`config.mk`:
```
export PLATFORM = sky130hd
export DESIGN_NAME = cmul_seq_arbiter
export DESIGN_NICKNAME = d
export VERILOG_FILES = /design/src/rtl/cmul_seq_arbiter.sv
export SDC_FILE = /design/constraint.sdc
export NUM_CORES = 1
export LEC_CHECK = 0
export ABC_CLOCK_PERIOD_IN_PS = 15800
export CORE_ASPECT_RATIO = 0.9
export CORE_MARGIN = 3
export CORE_UTILIZATION = 30
export DETAILED_ROUTE_END_ITERATION = 10
export HOLD_SLACK_MARGIN = 0.12
export SYNTH_ARGS = -nofsm -noshare
export SYNTH_HDL_FRONTEND = slang
export SYNTH_SLANG_ARGS = --single-unit
```
`constraint.sdc`:
```
create_clock -name clk -period 15.8 [get_ports clk]
set_input_delay 2.37 -clock clk [delete_from_list [all_inputs] [get_ports clk]]
set_output_delay 2.37 -clock clk [all_outputs]
set_load 0.005 [all_outputs]
```
`src/rtl/cmul_seq_arbiter.sv`:
```
// cmul_seq_arbiter: round-robin arbiter sharing one 2W-bit multiplier across
// N_REQ requesters. Each operation is a 4-step complex multiply that produces
// {re, im}.
// Optional macro CMUL_SIGNED_EN: operand components are treated as
// two's-complement signed and sign-extended before the multiply.
module cmul_seq_arbiter #(
  parameter int W     = 8,
  parameter int N_REQ = 2
) (
  input  logic                         clk,
  input  logic                         rst,
  input  logic [N_REQ-1:0]             req,
  input  logic [N_REQ*2*W-1:0]         op1_bus,
  input  logic [N_REQ*2*W-1:0]         op2_bus,
  output logic [N_REQ-1:0]             gnt,
  output logic                         busy,
  output logic                         out_valid,
  output logic [$clog2(N_REQ)-1:0]     out_id,
  output logic [4*W-1:0]               product
);

  localparam int IW = $clog2(N_REQ);
  localparam int CW = 2 * W;

  typedef enum logic [2:0] {IDLE, MUL_AC, MUL_BD, MUL_AD, MUL_BC, DONE} state_t;

  state_t          state, state_nxt;
  logic [IW-1:0]   last, cur_id, sel_id, cand;
  logic            any_req;
  logic [W-1:0]    a, b, c, d;
  logic [CW-1:0]   op1_arr [N_REQ];
  logic [CW-1:0]   op2_arr [N_REQ];
  logic [CW-1:0]   mul_x, mul_y, mul_res;
  logic [CW-1:0]   acc_re, acc_im;
  int unsigned     idx;

  // Widen one W-bit operand component to the 2W-bit arithmetic width.
  function automatic logic [CW-1:0] ext(input logic [W-1:0] v);
`ifdef CMUL_SIGNED_EN
    return {{W{v[W-1]}}, v};
`else
    return {{W{1'b0}}, v};
`endif
  endfunction

  // Split the flat operand buses into per-requester words.
  always_comb begin
    for (int unsigned i = 0; i < N_REQ; i++) begin
      op1_arr[i] = op1_bus[i*CW +: CW];
      op2_arr[i] = op2_bus[i*CW +: CW];
    end
  end

  // Round-robin pick: first active request at or after last+1 (mod N_REQ).
  always_comb begin
    any_req = 1'b0;
    sel_id  = '0;
    idx     = 0;
    cand    = '0;
    for (int unsigned k = 1; k <= N_REQ; k++) begin
      idx  = (32'(last) + k) % N_REQ;
      cand = IW'(idx);
      if (!any_req && req[cand]) begin
        any_req = 1'b1;
        sel_id  = cand;
      end
    end
  end

  // State register.
  always_ff @(posedge clk) begin
    if (rst) state <= IDLE;
    else     state <= state_nxt;
  end

  // Next-state logic: fixed four-step sequence once granted.
  always_comb begin
    state_nxt = state;
    unique case (state)
      IDLE:    if (any_req) state_nxt = MUL_AC;
      MUL_AC:  state_nxt = MUL_BD;
      MUL_BD:  state_nxt = MUL_AD;
      MUL_AD:  state_nxt = MUL_BC;
      MUL_BC:  state_nxt = DONE;
      DONE:    state_nxt = IDLE;
      default: state_nxt = IDLE;
    endcase
  end

  // Steer the latched operand pair named by the current step into the multiplier.
  always_comb begin
    mul_x = '0;
    mul_y = '0;
    unique case (state)
      MUL_AC:  begin mul_x = ext(a); mul_y = ext(c); end
      MUL_BD:  begin mul_x = ext(b); mul_y = ext(d); end
      MUL_AD:  begin mul_x = ext(a); mul_y = ext(d); end
      MUL_BC:  begin mul_x = ext(b); mul_y = ext(c); end
      default: begin mul_x = '0;     mul_y = '0;     end
    endcase
  end

  assign mul_res = mul_x * mul_y;

  // Operand capture at the grant edge, accumulation, and result registration.
  always_ff @(posedge clk) begin
    if (rst) begin
      last    <= IW'(N_REQ - 1);
      cur_id  <= '0;
      a       <= '0;
      b       <= '0;
      c       <= '0;
      d       <= '0;
      acc_re  <= '0;
      acc_im  <= '0;
      product <= '0;
      out_id  <= '0;
    end else begin
      unique case (state)
        IDLE: begin
          if (any_req) begin
            last   <= sel_id;
            cur_id <= sel_id;
            a      <= op1_arr[sel_id][CW-1:W];
            b      <= op1_arr[sel_id][W-1:0];
            c      <= op2_arr[sel_id][CW-1:W];
            d      <= op2_arr[sel_id][W-1:0];
          end
        end
        MUL_AC: acc_re <= mul_res;
        MUL_BD: acc_re <= acc_re - mul_res;
        MUL_AD: acc_im <= mul_res;
        MUL_BC: begin
          acc_im  <= acc_im + mul_res;
          product <= {acc_re, acc_im + mul_res};
          out_id  <= cur_id;
        end
        default: ;
      endcase
    end
  end

  // Status outputs decoded from state; the grant follows the owner until DONE ends.
  always_comb begin
    busy      = (state != IDLE);
    out_valid = (state == DONE);
    gnt       = '0;
    if (state != IDLE) gnt[cur_id] = 1'b1;
  end

endmodule

```
==> results.py, run 1 <==
metrics = {
    "run_status": {
        "status": "finished, final reports clean",
    },
    "sta": {
        "tns_ns": 0,
        "post_route_fraction_of_the_period_consumed_by_the_critical_path_pct": 52.2,
        "timing.hold.ws_ns": 0.454,
        "setup_viol_count_final": 0,
        "clock_skew_ns": 0.0191,
        "final.min_clock_period_ns": 8.24,
        "max_freq_mhz": 121,
        "max_slew.worst_pin.slew_ns": 1.08,
        "slew_viol_final": 0,
        "rsz0062_at_grt": "no",
        "finalHoldViolations": 0,
        "slew_headroom_pct": 27.5,
    },
    "pwr": {
        "power.sequential.fraction_pct": 39.0,
        "share_clk_of_total_power_pct": 29.9,
        "internal-power_uw": 490,
        "power.share.combinational_pct": 31.0,
        "net-switching-power_uw": 263,
        "power.density_mw_per_mm2": 79.4,
        "peakVddDrop_v": 0.0000520,
        "switching_share_of_power_pct": 34.9,
        "power.static_leakage_nw": 3.88,
    },
    "global_route": {
        "grt.met2_usage_pct": 24.9,
        "grt_remaining_overflow": 0,
        "grt_met3_usage_pct": 2.48,
        "vias_in_the_first_global_route": 6881,
        "maximum_number_of_pins_on_one_net_before_global_route_repair": 79,
        "grt_most_used_layer": "met2",
        "antenna_violations_before_repair": 0,
        "grt_util_met1_pct": 20.2,
        "first_pass_grt_wire_length_um": 34900,
        "grt_util_all_layers_pct": 15.1,
    },
    "worst_setup_path": {
        "critical_path_source_type": "register",
        "worst-setup-path-type": "reg2reg",
        "crit_slowest_cell": "and2_2",
        "worst_path_most_repeated_cell": "fa_1",
        "timing.critical_path.buf_inv": 3,
        "cp_max_fo": 53,
        "critPathArrivalTime_ns": 8.47,
        "worst_path_largest_cell_delay_ns": 0.97,
        "cp_data_required_time_ns": 16.03,
        "worstPathCellList": "and2_2 > a21oi_1 > or2_2 > fa_1 > fa_1 > inv_1 > fa_1 > inv_1 > fa_1 > inv_1 > ha_1 > nor3_1 > nor2_1 > and2_1 > a21oi_1 > xor2_1 > ha_1 > and3_1 > a311o_1 > maj3_2 > maj3_2 > maj3_2 > o21ai_1 > o2111ai_1",
        "critical_path_end_type": "register",
        "cp_top_family": "adder cells",
    },
    "routing": {
        "vias_per_cell": 5.02,
        "drc": 0,
        "finalWirelength_um": 21100,
        "drt_first_iter_violations": 426,
        "final_antenna_net_count": 0,
        "wire_per_inst_um": 15.1,
        "via_count": 7046,
        "drt-pass1-iter-count": 7,
    },
    "synth": {
        "netlist_instances": 984,
        "synthMuxAreaShare_pct": 4.21,
        "mappedNetlistArea_mm2": 0.00784,
        "synth-seq-area-share_pct": 26.0,
        "postSynth.asyncResetShare_pct": 0,
        "post-synth-top-area-fraction_pct": 26.0,
        "postSynthNetCount": 1153,
        "synth_simple_gate_area_share_pct": 20.1,
        "yosys.cell_types.count": 65,
        "netlist_top_cells_area": "dfxtp_1 (26%), ha_1 (10%), fa_1 (9.7%)",
        "synth_flop_type": "dfxtp_1",
        "synth.largest_area_cell": "dfxtp_1",
        "synth_edf_count": 0,
        "area_fraction_in_compound_gates_after_synthesis_pct": 19.8,
        "synth_top_family_by_area": "adder cells",
        "synthesis.yosys.warnings": 0,
        "synth_seq_cells": 102,
        "synth.avg_cell_area_um2": 7.97,
        "yosys.area_share.xor_xnor_pct": 3.67,
        "synth-adder-area-share_pct": 20.3,
    },
    "place": {
        "gp_congestion": 0.869,
        "io_buffer_count": 104,
        "detailedPlacementHpwl_um": 15900,
        "dpl.cell_count": 1388,
    },
    "clock_tree": {
        "ctsRootBufferMaster": "clkbuf_16",
        "cts_post_setup_buffers_inserted": 0,
        "postCtsResizedCells": 0,
        "clkSlewWorstSetupHoldPaths_ns": 0.09,
        "cts-root-to-sink-buffers": 2,
        "tritoncts_clock_tree": "yes",
        "tritoncts.num_buffers": 9,
        "numClockSinks": 102,
        "cts_hold_repair.buffers": 0,
        "htree_num_levels": 3,
        "clkLatencyLatePin_ns": 0.37,
    },
    "finish": {
        "fillerInstances": 2611,
        "antennaDiodeCount": 0,
        "layoutNonFillerInstCount": 1404,
        "drive_gt1_share_pct": 5.27,
        "commonest_non_fill_non_tap_cell_in_the_layout": "nor2_1",
        "multi_input_area_mm2": 0.00536,
        "mostFrequentLayoutCells": "nor2_1 (150), clkdlybuf4s50_1 (103), dfxtp_1 (102)",
        "flow.area_growth_from_synthesis_pct": 21.1,
        "seqCellArea_mm2": 0.00204,
        "finish.net_count": 1226,
    },
    "flow_run": {
        "maxCapViolations": 0,
    },
    "die": {
        "num_rows": 55,
        "die_area_mm2": 0.0281,
        "chipHeight_um": 159,
        "coreArea_mm2": 0.0254,
        "io-pin-count": 105,
        "initial_core_util_pct": 30.9,
        "die_width_um": 176,
    },
    "worst_hold_path": {
        "hold_crit_class": "reg2reg",
    },
}
==> registers in the layout, indices dropped and copies added (netlist names) <==
signal and count:
last 1, a 8, out_id 1, cur_id 1, c 8, acc_re 16, state 3, d 8
product 32, b 8, acc_im 16
==> cell type report <==
class	count	share of cell area [%]
clock inverters	7	0.712
flip-flops and latches	102	21.5
well taps	342	4.51
clock buffers	9	2.37
inverters	71	2.81
repair buffers	112	11.6
multi-input cells	761	56.5
==> worst paths after layout <==
kind,startpoint,endpoint,slack (ns),cells past startpoint
setup / recovery,state[2]$_SDFFE_PP0P_,acc_re[14]$_SDFFE_PP0P_,7.56,24
hold / removal,product[0]$_SDFFE_PP0N_,product[0]$_SDFFE_PP0N_,0.45,2
setup reg to reg,state[2]$_SDFFE_PP0P_,acc_re[14]$_SDFFE_PP0P_,7.56,24
hold reg to reg,product[0]$_SDFFE_PP0N_,product[0]$_SDFFE_PP0N_,0.45,2
==> synth_stat cells, types with 5 or more instances <==
master       n
ha_1        63
nand2_1    101
xnor2_1     21
o21a_1       5
dfxtp_1    102
nand2b_1    12
inv_1       71
fa_1        38
nand3b_1     5
and3_1       6
or2_2       15
o21ai_0     24
a22oi_1     18
a211oi_1    41
a2111oi_0    6
a21oi_1     84
and2_1       8
nor3_1      22
o31ai_1      5
a311oi_1     6
mux2i_1     33
xor2_1      10
nor2_1     151
nand3_1     16
clkbuf_1    46
a21o_1       9
==> per-stage QoR <==
| stage | setup slack [ns] | instance area [µm²] | power, mW | utilization [%] |
|---|---|---|---|---|
| after detailed placement | 7.55 | 9200 | 0.532 | 36.2 |
| after global placement | 7.75 | 9200 | 0.529 | 36.2 |
| after global routing | 6.95 | 9490 | 0.799 | 37.4 |
| after floorplan | 8.78 | 7840 | 0.465 | - |
| final | 7.56 | 9490 | 0.753 | 37.4 |
| after CTS | 7.55 | 9490 | 0.758 | 37.4 |
==> cell families (layout without fill, tap and decap cells) <==
kind of cell               count (synthesis)  count (layout)
buffers and inverters                    121             199
adders and majority gates                105             105
xor gates and xnor gates                  32              32
DFF                                      102             102
AOI/OAI and AO/OA                        235             235
and+or+nand+nor                          356             356
muxes                                     33              33
==> tightest hold or removal path, cell delays in order, from the launching register on <==
cell and delay (ns):
dfxtp_1 0.31, nand2_1 0.05, a21oi_1 0.05
==> power by group through the flow <==
stage | Clock [mW] | Combinational, mW | Sequential (mW)
floorplan | 0 | 0.174 | 0.291
global placement | 0 | 0.229 | 0.300
detailed placement | 0 | 0.232 | 0.300
CTS | 0.230 | 0.234 | 0.294
global route | 0.240 | 0.262 | 0.297
finish | 0.225 | 0.234 | 0.294
==> metal layers <==
metal,share of wire [%],vias to the layer above
met5,0,-
li1,-,3550
met3,5.6,31
met2,46,180
met4,2.2,0
met1,46,3285
Power figures use the tool's default switching activity.
==> inputs of run 2 (changes only) <==
--- a/config.mk
+++ b/config.mk
@@ -5,7 +5,7 @@
 export SDC_FILE = /design/constraint.sdc
 export NUM_CORES = 1
 export LEC_CHECK = 0
-export ABC_CLOCK_PERIOD_IN_PS = 15800
+export ABC_CLOCK_PERIOD_IN_PS = 6900
 export CORE_ASPECT_RATIO = 0.9
 export CORE_MARGIN = 3
 export CORE_UTILIZATION = 30
==> constraint.sdc (replaced) <==
create_clock -name clk -period 6.9 [get_ports clk]
set_input_delay 1.035 -clock clk [delete_from_list [all_inputs] [get_ports clk]]
set_output_delay 1.035 -clock clk [all_outputs]
set_load 0.005 [all_outputs]
==> results.py, run 2 (synthesized netlist as in run 1, its figures left out) <==
metrics = {
    "run_status": {
        "status": "finished, final reports clean",
    },
    "finish": {
        "drive_gt1_share_pct": 11.3,
        "top_regs": "product x32, acc_im x16, acc_re x16",
        "finalCoreUtilization_pct": 39.3,
        "largest_register": "product",
        "flow.area_growth_from_synthesis_pct": 27.2,
        "antennaDiodeCount": 0,
        "finish.net_count": 1267,
        "mostFrequentLayoutCells": "nor2_1 (146), clkdlybuf4s50_1 (103), nand2_1 (100)",
        "largest_reg_flops": 32,
        "commonest_non_fill_non_tap_cell_in_the_layout": "nor2_1",
    },
    "sta": {
        "max_slew.worst_pin.slew_ns": 0.997,
        "final.min_clock_period_ns": 6.62,
        "post-route-worst-setup-slack_ns": 0.276,
        "setup_viol_count_final": 0,
        "finalHoldViolations": 0,
        "slew_viol_final": 0,
        "slew_headroom_pct": 33.2,
        "post_route_fraction_of_the_period_consumed_by_the_critical_path_pct": 96.0,
        "clock_skew_ns": 0.0170,
        "max_freq_mhz": 151,
    },
    "die": {
        "die_area_mm2": 0.0281,
        "initial_core_util_pct": 30.9,
        "die_width_um": 176,
        "coreArea_mm2": 0.0254,
        "io-pin-count": 105,
        "num_rows": 55,
        "chipHeight_um": 159,
    },
    "clock_tree": {
        "numClockSinks": 102,
        "tritoncts.num_buffers": 9,
        "ctsRootBufferMaster": "clkbuf_16",
        "cts-root-to-sink-buffers": 2,
        "clkLatencyLatePin_ns": 0.36,
        "cts_hold_repair.buffers": 0,
        "htree_num_levels": 3,
        "clkSlewWorstSetupHoldPaths_ns": 0.08,
        "tritoncts_clock_tree": "yes",
    },
    "pwr": {
        "finalPower_mw": 1.80,
        "power.static_leakage_nw": 4.10,
        "peakVddDrop_v": 0.000121,
        "power.density_mw_per_mm2": 181,
    },
    "routing": {
        "drc": 0,
        "wire_per_inst_um": 15.0,
        "final_antenna_net_count": 0,
        "drt_first_iter_violations": 421,
        "finalWirelength_um": 21700,
        "via_count": 7210,
        "vias_per_cell": 4.99,
        "drt-pass1-iter-count": 5,
    },
    "place": {
        "detailedPlacementHpwl_um": 16600,
        "gp_congestion": 0.869,
        "detailedPlace.worstSlack_ns": 0.0472,
        "io_buffer_count": 104,
    },
    "worst_setup_path": {
        "crit_slowest_cell": "fa_1",
        "critPathArrivalTime_ns": 6.85,
        "worst_path_largest_cell_delay_ns": 0.53,
        "cp_max_fo": 5,
        "critical_path_source_type": "register",
        "critical_path_end_type": "register",
        "cp_data_required_time_ns": 7.12,
        "worst-setup-path-type": "reg2reg",
    },
    "flow_run": {
        "maxCapViolations": 0,
    },
    "global_route": {
        "maximum_number_of_pins_on_one_net_before_global_route_repair": 65,
        "grt_remaining_overflow": 0,
        "first_pass_grt_wire_length_um": 35100,
        "grt_util_all_layers_pct": 15.2,
        "antenna_violations_before_repair": 0,
        "vias_in_the_first_global_route": 6793,
    },
    "worst_hold_path": {
        "hold_crit_class": "reg2reg",
    },
}
-- run 2: cell count changes in the layout (fill, tap and decap cells not counted), sizes merged --
cell      before  now
buf            9   50
inv           74   73
bufinv         0    1
clkinvlp       2    4
clkinv         2    0
-- run 2: final cells by class --
class                   count  area, µm²
fillers                  2591      15400
multi-input cells         761       5510
flip-flops and latches    102       2050
repair buffers            153       1410
well taps                 342        428
inverters                  71        267
clock buffers               9        225
clock inverters             7       82.6
-- run 2: path summary, 6_finish.rpt --
kind / from / end / slack [ns] / depth (start not counted)
max: state[1]$_SDFFE_PP0P_ / acc_re[14]$_SDFFE_PP0P_ / 0.28 / 28
min: product[5]$_SDFFE_PP0N_ / product[5]$_SDFFE_PP0N_ / 0.46 / 2
max reg2reg: state[1]$_SDFFE_PP0P_ / acc_re[14]$_SDFFE_PP0P_ / 0.28 / 28
min reg2reg: product[5]$_SDFFE_PP0N_ / product[5]$_SDFFE_PP0N_ / 0.46 / 2
-- run 2: routing by layer --
| layer | track usage, % | vias up | wire length, µm |
|---|---|---|---|
| li1 | - | 3640 | - |
| met1 | 21.2 | 3403 | 10200 |
| met2 | 24.7 | 152 | 10200 |
| met3 | 2.67 | 15 | 1020 |
| met4 | 3.36 | 0 | 267 |
| met5 | 0 | - | 0 |
-- run 2: metrics by stage --
step	std cells	cell area (µm²)	setup TNS [ns]	hold slack, ns
floorplan	984	7860	0	0.432
global placement	1423	9480	0	0.445
detailed placement	1423	9480	0	0.449
CTS	1439	9790	0	0.460
global route	1445	9970	-0.0481	0.480
finish	1445	9970	0	0.456
-- run 2: power by group --
part | internal (mW) | leakage [nW] | switching (mW)
registers | 0.631 | 0.834 | 0.0402
clock network | 0.287 | 0.138 | 0.253
logic | 0.271 | 3.12 | 0.321
-- run 2: timing repair --
action	CTS	global route
resized for setup	0	31
setup endpoints to repair	0	14
setup buffers	0	6
-- run 2: worst max-delay path, delay by kind of cell (launching register included) --
kind                       cells  cell delay [ns]
adders and majority gates      9             3.65
AOI/OAI and AO/OA              6             1.17
and+or+nand+nor                6             0.68
buffers and inverters          6             0.47
DFF                            1             0.35
xor gates and xnor gates       1             0.16
